$ cat src/rtl/param_pkg.sv
// Shared widths, block geometry and JPEG Annex K (quality 50) quant tables
// for the decode-side dequantizer, all in raster order.
package param_pkg;

  localparam int MCU_SIZE      = 8;
  localparam int QUAN_BITWIDTH = 12;
  localparam int DCT_BITWIDTH  = 16;
  localparam int QTAB_BITWIDTH = 8;
  localparam int BLOCK_COEFS   = MCU_SIZE * MCU_SIZE;

  typedef logic [0:BLOCK_COEFS-1][QTAB_BITWIDTH-1:0] qtab_t;
  typedef logic signed [QUAN_BITWIDTH-1:0]           quan_pix_t;
  typedef logic signed [DCT_BITWIDTH-1:0]            dct_pix_t;

  localparam qtab_t LUMA_Q = {
    8'd16, 8'd11, 8'd10, 8'd16, 8'd24,  8'd40,  8'd51,  8'd61,
    8'd12, 8'd12, 8'd14, 8'd19, 8'd26,  8'd58,  8'd60,  8'd55,
    8'd14, 8'd13, 8'd16, 8'd24, 8'd40,  8'd57,  8'd69,  8'd56,
    8'd14, 8'd17, 8'd22, 8'd29, 8'd51,  8'd87,  8'd80,  8'd62,
    8'd18, 8'd22, 8'd37, 8'd56, 8'd68,  8'd109, 8'd103, 8'd77,
    8'd24, 8'd35, 8'd55, 8'd64, 8'd81,  8'd104, 8'd113, 8'd92,
    8'd49, 8'd64, 8'd78, 8'd87, 8'd103, 8'd121, 8'd120, 8'd101,
    8'd72, 8'd92, 8'd95, 8'd98, 8'd112, 8'd100, 8'd103, 8'd99
  };

  localparam qtab_t CHROMA_Q = {
    8'd17, 8'd18, 8'd24, 8'd47, 8'd99, 8'd99, 8'd99, 8'd99,
    8'd18, 8'd21, 8'd26, 8'd66, 8'd99, 8'd99, 8'd99, 8'd99,
    8'd24, 8'd26, 8'd56, 8'd99, 8'd99, 8'd99, 8'd99, 8'd99,
    8'd47, 8'd66, 8'd99, 8'd99, 8'd99, 8'd99, 8'd99, 8'd99,
    8'd99, 8'd99, 8'd99, 8'd99, 8'd99, 8'd99, 8'd99, 8'd99,
    8'd99, 8'd99, 8'd99, 8'd99, 8'd99, 8'd99, 8'd99, 8'd99,
    8'd99, 8'd99, 8'd99, 8'd99, 8'd99, 8'd99, 8'd99, 8'd99,
    8'd99, 8'd99, 8'd99, 8'd99, 8'd99, 8'd99, 8'd99, 8'd99
  };

  function automatic bit qtab_nonzero(qtab_t t);
    for (int i = 0; i < BLOCK_COEFS; i++) begin
      if (t[i] == '0) return 1'b0;
    end
    return 1'b1;
  endfunction

  // A zero entry would silently erase coefficients; the top refuses to elaborate.
  localparam bit QTABS_OK = qtab_nonzero(LUMA_Q) && qtab_nonzero(CHROMA_Q);

endpackage

$ cat src/rtl/jpeg_dequant_lane.sv
// One channel of dequantization: signed coefficient times unsigned table
// entry, saturated to the DCT output width. Purely combinational.
module jpeg_dequant_lane #(
  parameter int IN_W  = 12,
  parameter int Q_W   = 8,
  parameter int OUT_W = 16
) (
  input  logic signed [IN_W-1:0]  coef,
  input  logic        [Q_W-1:0]   q,
  output logic signed [OUT_W-1:0] dq
);

  localparam int P_W = IN_W + Q_W + 1;
  localparam logic signed [P_W-1:0] SAT_MAX = P_W'((1 << (OUT_W - 1)) - 1);
  localparam logic signed [P_W-1:0] SAT_MIN = ~SAT_MAX;

  logic signed [P_W-1:0] coef_x;
  logic signed [P_W-1:0] q_x;
  logic signed [P_W-1:0] prod;

  // q is zero-extended so a table entry >= 128 never reads as negative.
  assign coef_x = P_W'(coef);
  assign q_x    = P_W'({1'b0, q});
  assign prod   = coef_x * q_x;

  // NOTE: every branch assigns dq, so no latch is inferred.
  always_comb begin
    if (prod > SAT_MAX)      dq = SAT_MAX[OUT_W-1:0];
    else if (prod < SAT_MIN) dq = SAT_MIN[OUT_W-1:0];
    else                     dq = prod[OUT_W-1:0];
  end

endmodule

$ cat src/rtl/jpeg_dequantizer.sv
// Decode-side dequantizer: Y/U/V coefficient stream in raster order, multiplied
// by the per-position quant table entry over a 2-stage valid/ready pipe.
module jpeg_dequantizer
  import param_pkg::*;
#(
  parameter int MCU_SIZE = param_pkg::MCU_SIZE,
  parameter int IN_W     = param_pkg::QUAN_BITWIDTH,
  parameter int OUT_W    = param_pkg::DCT_BITWIDTH,
  parameter int Q_W      = param_pkg::QTAB_BITWIDTH
) (
  input  logic               clk,
  input  logic               rst_n,
  input  logic               s_valid,
  output logic               s_ready,
  input  logic [3*IN_W-1:0]  s_data,
  input  logic               s_last,
  output logic               m_valid,
  input  logic               m_ready,
  output logic [3*OUT_W-1:0] m_data,
  output logic               m_last,
  output logic               err_frame
);

  localparam int POS_W = $clog2(MCU_SIZE * MCU_SIZE);
  localparam logic [POS_W-1:0] POS_LAST = POS_W'(MCU_SIZE * MCU_SIZE - 1);

  if (!QTABS_OK) begin : g_bad_qtab
    $error("quant table contains a zero entry");
  end

  logic             ready_en;
  logic [POS_W-1:0] pos;
  logic             accept;
  logic             s1_adv;
  logic             s2_adv;

  logic              s1_valid;
  logic [3*IN_W-1:0] s1_data;
  logic [Q_W-1:0]    s1_q_luma;
  logic [Q_W-1:0]    s1_q_chroma;
  logic              s1_last;
  logic              s1_err;
  logic              m_err;

  logic [OUT_W-1:0] dq_y;
  logic [OUT_W-1:0] dq_u;
  logic [OUT_W-1:0] dq_v;

  // A stage moves when the register downstream is empty or draining this cycle.
  assign s2_adv    = !m_valid || m_ready;
  assign s1_adv    = !s1_valid || s2_adv;
  assign s_ready   = ready_en && s1_adv;
  assign accept    = s_valid && s_ready;
  assign err_frame = m_valid && m_ready && m_err;

  // NOTE: state updates use <= so every flop samples pre-edge values.
  always_ff @(posedge clk or negedge rst_n) begin
    if (!rst_n) begin
      ready_en <= 1'b0;
      pos      <= '0;
    end else begin
      ready_en <= 1'b1;
      if (accept) pos <= s_last ? '0 : pos + 1'b1;
    end
  end

  // NOTE: datapath registers are reset too, since m_data must read 0 out of reset.
  always_ff @(posedge clk or negedge rst_n) begin
    if (!rst_n) begin
      s1_valid    <= 1'b0;
      s1_data     <= '0;
      s1_q_luma   <= '0;
      s1_q_chroma <= '0;
      s1_last     <= 1'b0;
      s1_err      <= 1'b0;
    end else if (s1_adv) begin
      s1_valid <= accept;
      if (accept) begin
        s1_data     <= s_data;
        s1_q_luma   <= LUMA_Q[pos];
        s1_q_chroma <= CHROMA_Q[pos];
        s1_last     <= (pos == POS_LAST);
        s1_err      <= s_last != (pos == POS_LAST);
      end
    end
  end

  jpeg_dequant_lane #(.IN_W(IN_W), .Q_W(Q_W), .OUT_W(OUT_W)) u_lane_y (
    .coef (s1_data[2*IN_W +: IN_W]),
    .q    (s1_q_luma),
    .dq   (dq_y)
  );

  jpeg_dequant_lane #(.IN_W(IN_W), .Q_W(Q_W), .OUT_W(OUT_W)) u_lane_u (
    .coef (s1_data[IN_W +: IN_W]),
    .q    (s1_q_chroma),
    .dq   (dq_u)
  );

  jpeg_dequant_lane #(.IN_W(IN_W), .Q_W(Q_W), .OUT_W(OUT_W)) u_lane_v (
    .coef (s1_data[0 +: IN_W]),
    .q    (s1_q_chroma),
    .dq   (dq_v)
  );

  always_ff @(posedge clk or negedge rst_n) begin
    if (!rst_n) begin
      m_valid <= 1'b0;
      m_data  <= '0;
      m_last  <= 1'b0;
      m_err   <= 1'b0;
    end else if (s2_adv) begin
      m_valid <= s1_valid;
      if (s1_valid) begin
        m_data <= {dq_y, dq_u, dq_v};
        m_last <= s1_last;
        m_err  <= s1_err;
      end
    end
  end

endmodule

$ cat config.mk
export PLATFORM = sky130hd
export DESIGN_NAME = jpeg_dequantizer
export DESIGN_NICKNAME = d
export VERILOG_FILES = /design/src/rtl/param_pkg.sv /design/src/rtl/jpeg_dequant_lane.sv /design/src/rtl/jpeg_dequantizer.sv
export SDC_FILE = /design/constraint.sdc
export NUM_CORES = 1
export LEC_CHECK = 0
export BUFFER_PORTS_ARGS = -buffer_cell sky130_fd_sc_hd__buf_2
export CAP_MARGIN = 15
export CORE_UTILIZATION = 58
export DETAILED_ROUTE_END_ITERATION = 6
export PLACE_DENSITY = 0.83
export SLEW_MARGIN = 5
export SYNTH_ARGS = -nofsm -noshare
export SYNTH_HDL_FRONTEND = slang
export SYNTH_SLANG_ARGS = --single-unit
$ cat constraint.sdc
create_clock -name clk -period 5.66 [get_ports clk]
set_input_delay 0.283 -clock clk [delete_from_list [all_inputs] [get_ports clk]]
set_output_delay 0.283 -clock clk [all_outputs]
set_load 0.02 [all_outputs]
==> results of run 1 <==
## state kept, by name, indices dropped and copies added (netlist names)
| signal | cells |
|---|---|
| m_data | 48 |
| m_err | 1 |
| m_last | 1 |
| m_valid | 1 |
| pos | 6 |
| ready_en | 1 |
| s1_data | 36 |
| s1_err | 1 |
| s1_last | 1 |
| s1_q_chroma | 7 |
| s1_q_luma | 7 |
| s1_valid | 1 |
## what timing repair did
action,CTS,global route
resized for setup,1,23
hold endpoints to repair,46,0
setup buffers,0,4
hold buffers,1,0
endpoints found under the setup margin,2,45
pin swaps,0,3
## path summary, 6_finish.rpt
check	to	slack (ps)	cells after the start
max in group asynchronous	s1_q_chroma[1]$_DFFE_PN0P_	3850	3
max reg2reg	m_data[25]$_DFFE_PN0P_	240	19
max	m_data[25]$_DFFE_PN0P_	240	19
min reg2reg	m_last$_DFFE_PN0P_	480	2
min	s1_data[4]$_DFFE_PN0P_	140	2
min in group asynchronous	m_data[15]$_DFFE_PN0P_	500	2
## routing by layer
metal / global-route usage (%) / part of all wire, %
met2: 45.5 / 50
met5: 0 / 0
met1: 34.6 / 42
met3: 4.53 / 5.4
met4: 9.05 / 2.3
## synthesized netlist by cell type (all sizes together), types with 2 or more instances
master,number,area [sq um]
a21o,20,150
o21ai,70,350
xor2,20,175
a211oi,14,105
nand3,18,90.1
a21oi,82,422
mux4,2,45.0
o2111ai,2,17.5
o21a,7,52.6
o22ai,20,138
xnor2,24,218
nor3,12,65.1
nand4,8,50.1
a221oi,4,41.3
o211ai,18,140
mux2,38,428
or3b,2,17.5
nor2b,3,18.8
nand2,217,815
a211o,2,17.5
o221ai,2,17.5
and2,144,901
o311ai,12,135
buf,16,88.8
o221a,3,33.8
inv,291,1090
ha,131,1640
fa,195,3900
or2,4,25.0
o31a,2,18.8
nand3b,3,22.5
and3,6,37.5
o22a,2,17.5
o31ai,7,52.6
nor2,73,274
a22oi,3,22.5
o41ai,2,36.3
nand2b,18,113
mux2i,6,60.1
a31oi,7,43.8
and4,2,17.5
clkbuf,55,206
a21boi,5,37.5
dfrtp,111,2780
## stage by stage
stage	total power, mW	cell area (sq um)
floorplan	6.12	15000
global placement	7.26	15700
detailed placement	7.49	15700
CTS	8.29	16100
global route	9.34	16200
finish	8.40	16200
## report_power, final
part           leakage [nW]  switching, mW  internal (mW)
registers              1.28          0.290           1.03
logic                  6.74           3.81           2.56
clock network         0.155          0.324          0.392
total                  8.18           4.42           3.98
## cell families after synthesis
logic type	Yosys count	share of synthesized area [%]
buf+inv	362	9.23
flops	111	18.5
fa+ha+maj	326	36.9
compound gates	291	12.8
mux	46	3.55
other cells	1	0.0250
xor+xnor	44	2.61
simple gates	513	16.4
## placed cells by master, fill, tap and decap left out, types with 20 or more instances in the layout
master	n
nor2_1	73
o21ai_0	70
fa_1	193
mux2_2	38
a21oi_1	79
buf_2	91
xor2_1	20
ha_1	131
inv_1	291
dfrtp_1	100
xnor2_1	22
nand2_1	216
and2_1	143
a21o_1	20
## worst register-to-register path, delay by kind of cell (launching register included)
family                     cells  cell delay (ps)
AOI/OAI and AO/OA              5             1500
xor gates and xnor gates       1              270
adders and majority gates      6             2320
buffers and inverters          4              460
DFF                            1              450
and+or+nand+nor                3              310
## cell type report
cell class | count | area (sq um)
Clock buffer | 10 | 229
Clock inverter | 6 | 92.6
Fill cell | 2029 | 9150
Inverter | 291 | 1090
Multi-Input combinational cell | 1221 | 10900
Sequential cell | 111 | 2790
Tap cell | 330 | 413
Timing Repair Buffer | 113 | 637
==> metrics.yaml, run 1 <==
synth:
  syn_nets: 2061
  avgSynthCellArea_sq_um: 8.87
  synth-seq-cells: 111
  synth_edf_count: 0
  yosysWarnings: 0
  yosysUniqueCellTypes: 69
  syn_inst: 1694
  synth_flop_cell: "dfrtp_1"
  ys_seq_area_share_pct: 18.5
  syn_area_sq_mm: 0.0150
  ys_async_sr_fraction_pct: 100
setup_path:
  timing.rr.start: "s1_q_chroma[2]$_DFFE_PN0P_"
  critPathArrivalTime_ps: 5680
  cp_slowest_cell: "fa_1"
  setup.worst_path.class: "flip-flop to flip-flop"
  worstPathMaxFanout: 15
  cp.required_ps: 5920
  crit_start: "s1_q_chroma[2]$_DFFE_PN0P_"
  slowest_delay_ps: 580
  crit_chain: "clkbuf_2, buf_4, nand2_1, fa_1, inv_1, ha_1, ha_1, fa_1, ha_1, inv_1, fa_1, nand2b_1, a21oi_2, o221a_2, nor3_2, o31a_2, xnor2_2, a41oi_4, o311ai_0"
  end_kind: "flip-flop"
  cp_top_family: "adder cells"
  crit_path_start_kind: "flip-flop"
  path_buf_inv: 4
timing:
  rsz0062_at_grt: "no"
  slew_headroom_pct: 32.1
  setup_slack_ps: 244
  max_freq_ghz: 0.185
  finalSetupViolCount: 0
  slew_viol_final: 0
  hold_viol: 0
  timing.final.crit_period_ps: 5420
  fin_crit_sh_pct: 95.7
  worstMarginPinSlew_ps: 1020
  fin_setup_tns_ps: 0
  whs_ps: 139
  fin_worst_skew_ps: 11.0
detailed_routing:
  dr.first_iter.drc_count: 904
  antenna_left: 0
  wl_per_cell_microns: 16.2
  first_pass_iters: 6
  via_per_inst: 5.70
  wl_mm: 33.6
  drcViolationCount: 0
  vias: 11900
floorplan:
  coreArea_sq_mm: 0.0253
  num_rows: 58
  io_pins: 93
  dieArea_sq_mm: 0.0266
  die_h_microns: 163
  initial_core_util_pct: 59.3
  fp.dieW_microns: 163
placement:
  port_buffers: 92
  pre_cts_ws_ps: 28.2
  dp.cells: 2061
  hpwlAfterDp_mm: 26.1
  gp_congestion: 0.891
clock_network:
  insertion_delay_ps: 370
  cts-root-buf: "clkbuf_16"
  numCtsBuffers: 9
  cts_buffer_depth: 2
  cts.sink_count: 111
  cts_tree: "built"
  htree_num_levels: 3
  clkTransAtPathRegs_ps: 80
grt:
  grt_pass1_vias: 12200
  gr-usage-all-layers_pct: 26.8
  grt_pass1_wl_mm: 57.1
  grt_start_max_net_pins: 66
  antenna_found_initial: 0
  gr-total-overflow: 0
finish:
  stdcell_count: 2082
  fin_util_pct: 63.9
  syn2layout_area_growth_pct: 7.64
  drive_gt1_share_pct: 12.0
  n_antenna_cell: 0
  nNetsFinal: 2114
min_path:
  hold_path_startpoint: "s_data[4]"
  min_path_type: "primary input to flip-flop"
pwr:
  max-vdd-ir-drop_v: 0.000415
  power.density_mw_per_mm2: 519
  leakage_nw: 8.18
run_status:
  status: "complete, no violations"
job:
  drv_cap: 0
No activity file was read; power rests on OpenSTA's default activity.
==> inputs of run 2 (changes only) <==
--- a/config.mk
+++ b/config.mk
@@ -9,8 +9,9 @@
 export CAP_MARGIN = 15
 export CORE_UTILIZATION = 58
 export DETAILED_ROUTE_END_ITERATION = 6
-export PLACE_DENSITY = 0.83
-export SLEW_MARGIN = 5
+export PLACE_DENSITY = 0.77
+export SKIP_CTS_REPAIR_TIMING = 1
+export SLEW_MARGIN = 20
 export SYNTH_ARGS = -nofsm -noshare
 export SYNTH_HDL_FRONTEND = slang
 export SYNTH_SLANG_ARGS = --single-unit
==> metrics.yaml, run 2 (synthesis results as in run 1) <==
finish:
  layout_common_cells: "inv_1, nand2_1, fa_1, and2_1, ha_1"  # unchanged
  nNetsFinal: 2120  # was 2114
  num-fill-cells: 2133  # was 2029
  final_area_sq_mm: 0.0162  # about the same
  drive_gt1_share_pct: 11.9  # was 12.0%
  largest_reg_flops: 48  # unchanged
  final_common_cell: "inv_1"  # unchanged
  top_regs: "m_data (48), s1_data (36)"  # unchanged
  syn2layout_area_growth_pct: 7.94  # was 7.64%
  top_register: "m_data"  # unchanged
floorplan:
  coreArea_sq_mm: 0.0253  # unchanged
  die_h_microns: 163  # unchanged
  num_rows: 58  # unchanged
  io_pins: 93  # unchanged
  fp.dieW_microns: 163  # unchanged
  dieArea_sq_mm: 0.0266  # unchanged
  initial_core_util_pct: 59.3  # unchanged
detailed_routing:
  vias: 11700  # was 11900
  antenna_left: 0  # unchanged
  dr.first_iter.drc_count: 762  # was 904
  wl_mm: 32.6  # was 33.6 mm
  first_pass_iters: 5  # was 6
  drcViolationCount: 0  # unchanged
  wl_per_cell_microns: 15.6  # was 16.2 microns
  via_per_inst: 5.59  # was 5.70
timing:
  setup_slack_ps: 328  # was 244 ps
  finalSetupViolCount: 0  # unchanged
  fin_setup_tns_ps: 0  # unchanged
  fin_worst_skew_ps: 10.5  # was 11.0 ps
  slew_viol_final: 0  # unchanged
  worstMarginPinSlew_ps: 1000  # was 1020 ps
  fin_crit_sh_pct: 94.2  # was 95.7%
  max_freq_ghz: 0.188  # was 0.185 GHz
  hold_viol: 0  # unchanged
  rsz0062_at_grt: "no"  # unchanged
  timing.final.crit_period_ps: 5330  # was 5420 ps
  slew_headroom_pct: 33.3  # was 32.1%
pwr:
  max-vdd-ir-drop_v: 0.000583  # was 0.000415 V
  power.density_mw_per_mm2: 519  # about the same
  finalPower_mw: 8.42  # was 8.40 mW
  leakage_nw: 8.22  # was 8.18 nW
setup_path:
  cp.required_ps: 5910  # was 5920 ps
  end_kind: "flip-flop"  # unchanged
  crit_start: "s1_q_chroma[1]$_DFFE_PN0P_"  # was s1_q_chroma[2]$_DFFE_PN0P_
  timing.rr.start: "s1_q_chroma[1]$_DFFE_PN0P_"  # was s1_q_chroma[2]$_DFFE_PN0P_
  critPathArrivalTime_ps: 5580  # was 5680 ps
  crit_path_start_kind: "flip-flop"  # unchanged
  worstPathMaxFanout: 15  # unchanged
  setup.worst_path.class: "flip-flop to flip-flop"  # unchanged
grt:
  grt_start_max_net_pins: 79  # was 66
  grt_pass1_wl_mm: 56.0  # was 57.1 mm
  grt_pass1_vias: 11800  # was 12200
  antenna_found_initial: 1  # was 0
  gr-usage-all-layers_pct: 26.1  # was 26.8%
  gr-total-overflow: 0  # unchanged
placement:
  pre_cts_ws_ps: 44.3  # was 28.2 ps
  gp_congestion: 0.876  # was 0.891
  placed_area_sq_mm: 0.0158  # was 0.0157 sq mm
  hpwlAfterDp_mm: 25.5  # was 26.1 mm
  port_buffers: 92  # unchanged
clock_network:
  insertion_delay_ps: 370  # about the same
  numCtsBuffers: 9  # unchanged
  cts-root-buf: "clkbuf_16"  # unchanged
  cts.sink_count: 111  # unchanged
  clkTransAtPathRegs_ps: 80  # about the same
  cts_buffer_depth: 2  # unchanged
  htree_num_levels: 3  # unchanged
  cts_tree: "built"  # unchanged
min_path:
  min_path_type: "primary input to flip-flop"  # unchanged
  hold_path_startpoint: "s_data[16]"  # was s_data[4]
run_status:
  status: "complete, no violations"  # unchanged
job:
  drv_cap: 0  # unchanged
-- run 2: cell count changes in the layout (fill, tap and decap cells not counted), moves of 3 or more --
cell      previous run  this run
buf_4               18        24
dfrtp_1            100       104
dfrtp_2             11         7
o311ai_1             5         2
o311ai_0             3         6
-- run 2: final cells by class --
type	instances	area [sq um]	share of cell area, %
Antenna cell	1	2.50	0.0154
Clock buffer	11	243	1.50
Clock inverter	5	88.8	0.548
Inverter	291	1090	6.73
Multi-Input combinational cell	1221	10900	67.2
Sequential cell	111	2790	17.2
Tap cell	330	413	2.55
Timing Repair Buffer	119	697	4.30
-- run 2: power breakdown --
group          leakage [nW]  switching, mW  internal, mW
clock network         0.162          0.333         0.407
registers              1.29          0.272          1.03
logic                  6.77           3.76          2.62
total                  8.22           4.37          4.05
-- run 2: path summary, 6_finish.rpt --
check | end | slack, ps | cells past startpoint
max in group asynchronous | s1_q_luma[2]$_DFFE_PN0P_ | 3810 | 3
min | s1_data[16]$_DFFE_PN0P_ | 140 | 2
min in group asynchronous | m_data[15]$_DFFE_PN0P_ | 450 | 2
max reg2reg | m_data[0]$_DFFE_PN0P_ | 330 | 17
min reg2reg | m_last$_DFFE_PN0P_ | 480 | 2
max | m_data[0]$_DFFE_PN0P_ | 330 | 17
-- run 2: worst max-delay path: stages (launching register included) --
cell	delay, ps
dfrtp_2	510
buf_4	250
nand2_1	110
fa_1	720
inv_1	100
fa_1	470
fa_1	570
fa_1	410
ha_1	360
a21o_1	180
a21o_1	180
a21oi_1	270
a21oi_1	140
nor3_1	330
nor2_1	100
o22ai_1	160
buf_4	230
a21oi_1	90
-- run 2: stage by stage --
step	cells	hold WS [ps]	util, %
6_report	2089	142	64.1
5_1_grt	2089	136	64.1
4_1_cts	2083	-76.4	63.6
3_5_place_dp	2067	314	62.3
3_3_place_gp	2067	310	62.3
2_1_floorplan	1694	-12.6	-
-- run 2: metal layers --
metal	track usage, %	wire length [microns]	vias up
li1	-	-	5544
met4	7.48	694	0
met1	34.4	14300	5815
met3	3.11	1390	45
met2	45.0	16200	276
met5	0	0	-
